`src/rtl/sumador_pkg.sv`:
```
// Shared types and constants for the bit-serial adder.
// Latency: n/a (declarations only).
// Backpressure: n/a.
package sumador_pkg;

  localparam int SUMADOR_WIDTH_DEF = 8;

  typedef enum logic [1:0] {
    IDLE = 2'd0,
    RUN  = 2'd1,
    DONE = 2'd2
  } sumador_state_t;

endpackage

```
`src/rtl/sumador_comp.sv`:
```
// One-bit full adder used as the single serial adder slice.
// Latency: combinational.
// Backpressure: none.
module sumador_comp (
  input  logic a,
  input  logic b,
  input  logic cin,
  output logic sum,
  output logic cout
);

  assign sum  = a ^ b ^ cin;
  assign cout = (a & b) | (cin & (a ^ b));

endmodule

```
`src/rtl/sumador_serie.sv`:
```
// Bit-serial adder: LSB-first, one bit per clock through one full adder; optional ovf via SUMADOR_SERIE_OVF_EN.
// Latency: start at edge 0 -> busy in cycles 1..WIDTH, done pulse in cycle WIDTH+1.
// Backpressure: start ignored while busy; start in the done cycle chains the next operation.
module sumador_serie
  import sumador_pkg::*;
#(
  parameter int WIDTH = SUMADOR_WIDTH_DEF
) (
  input  logic             clk,
  input  logic             rst,
  input  logic             start,
  input  logic [WIDTH-1:0] a,
  input  logic [WIDTH-1:0] b,
  input  logic             cin,
  output logic             busy,
  output logic             done,
  output logic [WIDTH-1:0] sum,
  output logic             cout
`ifdef SUMADOR_SERIE_OVF_EN
  ,
  output logic             ovf
`endif
);

  localparam int CW = (WIDTH > 2) ? $clog2(WIDTH) : 1;

  sumador_state_t state, state_nxt;

  logic [WIDTH-1:0] opa;
  logic [WIDTH-1:0] opb;
  logic [WIDTH-1:0] work;
  logic [WIDTH-1:0] work_nxt;
  logic [CW-1:0]    cnt;
  logic             carry;
  logic             fa_sum;
  logic             fa_cout;
  logic             accept;
  logic             last;

  // start is only honoured when no operation is in flight
  assign accept   = start && ((state == IDLE) || (state == DONE));
  assign last     = (cnt == CW'(WIDTH - 1));
  assign work_nxt = {fa_sum, work[WIDTH-1:1]};
  assign busy     = (state == RUN);
  assign done     = (state == DONE);

  sumador_comp u_fa (
    .a    (opa[0]),
    .b    (opb[0]),
    .cin  (carry),
    .sum  (fa_sum),
    .cout (fa_cout)
  );

  // State register
  always_ff @(posedge clk) begin
    if (rst) begin
      state <= IDLE;
    end else begin
      state <= state_nxt;
    end
  end

  // Next-state: run for exactly WIDTH edges, then a single done cycle
  always_comb begin
    state_nxt = state;
    case (state)
      IDLE:    if (start) state_nxt = RUN;
      RUN:     if (last) state_nxt = DONE;
      DONE:    state_nxt = start ? RUN : IDLE;
      default: state_nxt = IDLE;
    endcase
  end

  // Datapath: load on accept, shift one bit per RUN edge, publish result on the last bit
  always_ff @(posedge clk) begin
    if (rst) begin
      carry <= 1'b0;
      cnt   <= '0;
      sum   <= '0;
      cout  <= 1'b0;
`ifdef SUMADOR_SERIE_OVF_EN
      ovf   <= 1'b0;
`endif
    end else if (accept) begin
      opa   <= a;
      opb   <= b;
      carry <= cin;
      cnt   <= '0;
    end else if (state == RUN) begin
      opa   <= opa >> 1;
      opb   <= opb >> 1;
      work  <= work_nxt;
      carry <= fa_cout;
      cnt   <= cnt + CW'(1);
      if (last) begin
        sum  <= work_nxt;
        cout <= fa_cout;
`ifdef SUMADOR_SERIE_OVF_EN
        // carry register still holds the carry into the MSB here
        ovf  <= carry ^ fa_cout;
`endif
      end
    end
  end

endmodule

```
`config.mk`:
```
export PLATFORM = sky130hd
export DESIGN_NAME = sumador_serie
export DESIGN_NICKNAME = d
export VERILOG_FILES = /design/src/rtl/sumador_pkg.sv /design/src/rtl/sumador_comp.sv /design/src/rtl/sumador_serie.sv
export SDC_FILE = /design/constraint.sdc
export NUM_CORES = 1
export LEC_CHECK = 0
export ABC_AREA = 1
export BUFFER_PORTS_ARGS = -buffer_cell sky130_fd_sc_hd__buf_2
export CAP_MARGIN = 25
export CORE_MARGIN = 4
export CORE_UTILIZATION = 58
export CTS_CLUSTER_SIZE = 16
export DETAILED_ROUTE_END_ITERATION = 8
export PLACE_DENSITY = 0.89
export SYNTH_ARGS = -nofsm -noshare
export SYNTH_HDL_FRONTEND = slang
export SYNTH_HIERARCHICAL = 1
export SYNTH_SLANG_ARGS = --single-unit
```
`constraint.sdc`:
```
create_clock -name clk -period 3.9 [get_ports clk]
set_input_delay 0.39 -clock clk [delete_from_list [all_inputs] [get_ports clk]]
set_output_delay 0.39 -clock clk [all_outputs]
set_load 0.02 [all_outputs]
```
==> results.json <==
{
  "wl_per_cell_um": 11.7,
  "cts-root-buf": "clkbuf_4",
  "rsz0062_at_grt": "no",
  "sw_frac_of_total_pct": 23.5,
  "htree_levels": 2,
  "synth_edf_count": 23,
  "ys_seq_area_share_pct": 61.5,
  "drv_slew": 0,
  "status": "complete, no violations",
  "nNetsFinal": 223,
  "synth_top_area_share_pct": 42.9,
  "tns_ps": 0,
  "first_pass_iters": 4,
  "grt_start_max_net_pins": 23,
  "slowest_delay_ps": 580,
  "cp_slowest_cell": "a21oi_1",
  "peakVddDrop_v": 0.000332,
  "pwr-share-seq_pct": 64.7,
  "path_max_fanout": 22,
  "via_count": 1156,
  "synth_top_flop_cell": "edfxtp_1",
  "intPower_w": 0.000542,
  "port_buffers": 30,
  "grt_overflow_total": 0,
  "dp_hpwl_um": 2060,
  "yosysWarnings": 6,
  "slew-limit-headroom_pct": 61.5,
  "route.detailed.drc": 0,
  "die_area_sq_um": 3680,
  "cts_inserted_buffers": 5,
  "start_util_pct": 62.7,
  "pwr-share-comb_pct": 9.5,
  "cts_tree": "yes",
  "synth-async-reset-ratio_pct": 0,
  "final_antenna_net_count": 0,
  "grt_pass1_wl_um": 4530,
  "ys_seq_elements": 38,
  "synth_area_sq_um": 1610,
  "synth_cell_types": 21,
  "cts_sinks": 38,
  "max-cap-violations": 0,
  "drtIter0Drc": 63,
  "grt_pass1_vias": 1123,
  "skew_ps": 7.12,
  "die_height_um": 60.7,
  "multi_input_area_sq_um": 523,
  "yosysMostFrequentCell": "nand2_1",
  "hold_buffers": 0,
  "regArea_sq_um": 991,
  "fin_crit_ps": 2100,
  "start_kind": "flip-flop",
  "yosys-top-cells-area": "edfxtp_1 43%, dfxtp_1 19%, nand2_1 13%",
  "hold_class": "input pin to flip-flop",
  "antenna_found_initial": 0,
  "synth_top_cells_by_count": "54 x nand2_1, 23 x edfxtp_1, 17 x nor2_1",
  "yosys.area.top_type": "edfxtp_1",
  "end_kind": "flip-flop",
  "grtUsageTotal_pct": 17.2,
  "post-cts-setup-buffers": 0,
  "core_area_sq_um": 2570,
  "clk_pin_slew_worst_paths_ps": 100,
  "num_antenna_cells": 0,
  "design_area_sq_um": 1820,
  "fmax_ghz": 0.477,
  "drive_above_1_share_pct": 25.9,
  "clock_power_share_pct": 25.8,
  "cts_resized": 0,
  "cts_buffer_depth": 2,
  "p_leak_nw": 0.883,
  "syn-instance-count": 168,
  "crit_buf_inv": 2,
  "dp_slack_ps": 1780,
  "syn-num-nets": 191,
  "io_pins": 31,
  "area_growth_pct": 13.0,
  "critPathTopFamily": "compound AO/OA/AOI/OAI gates",
  "hold_viol_final": 0,
  "n_fill_cell": 195,
  "crit_type": "flip-flop to flip-flop",
  "cp.arrival_ps": 2150,
  "gp_congestion": 0.880,
  "vias_per_cell": 5.00,
  "setup_viol_count_final": 0,
  "worst_pin_slew_ps": 577,
  "routed_wl_um": 2710,
  "required_ps": 3950,
  "layout_setup_ws_ps": 1800,
  "p_sw_w": 0.000166,
  "postSynthAreaPerCell_sq_um": 9.59,
  "power_per_cell_area_nw_per_um2": 389,
  "worstPathCellList": "inv_2, nand2_2, a21oi_1, buf_4",
  "placed_cell_area_sq_um": 1770,
  "rows": 18,
  "die_w_um": 60.7,
  "finalCritPeriodShare_pct": 53.7,
  "insertion_delay_ps": 340
}
==> per-stage QoR <==
| stage | hold slack (ps) | power [W] | util (%) | std cells |
|---|---|---|---|---|
| after floorplan | 448 | 0.000512 | - | 168 |
| after CTS | 267 | 0.000715 | 70.9 | 231 |
| after global placement | 459 | 0.000530 | 68.9 | 223 |
| after detailed placement | 462 | 0.000535 | 68.9 | 223 |
| after global routing | 280 | 0.000746 | 70.9 | 231 |
| final | 285 | 0.000708 | 70.9 | 231 |
==> worst register-to-register path: stages (launching register included) <==
cell and delay, ps:
dfxtp_1 360, inv_2 260, nand2_2 310, a21oi_1 580, buf_4 300
==> kinds of logic (layout without fill, tap and decap cells) <==
group | after synthesis | after routing | share of synthesized area [%]
AND/OR/NAND/NOR | 100 | 100 | 27.9
flip-flops | 38 | 38 | 61.5
buffers and inverters | 22 | 55 | 5.98
AO/OA/AOI/OAI | 4 | 4 | 1.24
adder cells (fa/ha/maj) | 3 | 3 | 2.80
XOR/XNOR | 1 | 1 | 0.544
==> layer usage <==
layer | part of all wire (%) | vias to the layer above | global-route usage [%]
met5 | 0 | - | 0
met4 | 1.2 | 0 | 6.81
met3 | 7.2 | 5 | 7.66
met2 | 52 | 37 | 29.2
met1 | 39 | 520 | 19.0
li1 | - | 594 | -
==> power groups by stage <==
stage / sequential, W / combinational, W / clock (W)
detailed placement: 0.000467 / 0.0000681 / 0
CTS: 0.000458 / 0.0000682 / 0.000189
global placement: 0.000466 / 0.0000647 / 0
floorplan: 0.000464 / 0.0000474 / 0
global route: 0.000460 / 0.0000774 / 0.000208
finish: 0.000458 / 0.0000673 / 0.000182
==> registers in the layout, summed over array words and instances, names as in the netlist <==
signal / flops
opb: 8
carry: 1
opa: 8
cnt: 3
cout: 1
sum: 8
work: 7
state: 2
==> cells in the final DEF, fill, tap and decap left out, types with 2 or more instances in the layout <==
cell       n
inv_1     13
nand2_1   54
ha_1       2
edfxtp_1  23
nor2_1    17
buf_2     30
nand3_1   15
a21oi_1    4
dfxtp_1   15
nor2_2     9
inv_2      3
clkbuf_4   5
==> layout make-up <==
cell class | instances | area share [%]
timing repair buffer | 31 | 8.67
tap | 30 | 2.06
multi-input combinational | 108 | 28.7
sequential | 38 | 54.5
clock buffer | 6 | 2.27
inverter | 16 | 3.30
clock inverter | 2 | 0.481
==> worst paths after layout <==
kind,end,depth (start not counted),startpoint,slack [ps]
max,opa[7],4,state[0],1800
min,state[1],2,rst,280
max reg2reg,opa[7],4,state[0],1800
min reg2reg,cnt[1],2,cnt[1],470
(Power assumes the default switching activity.)
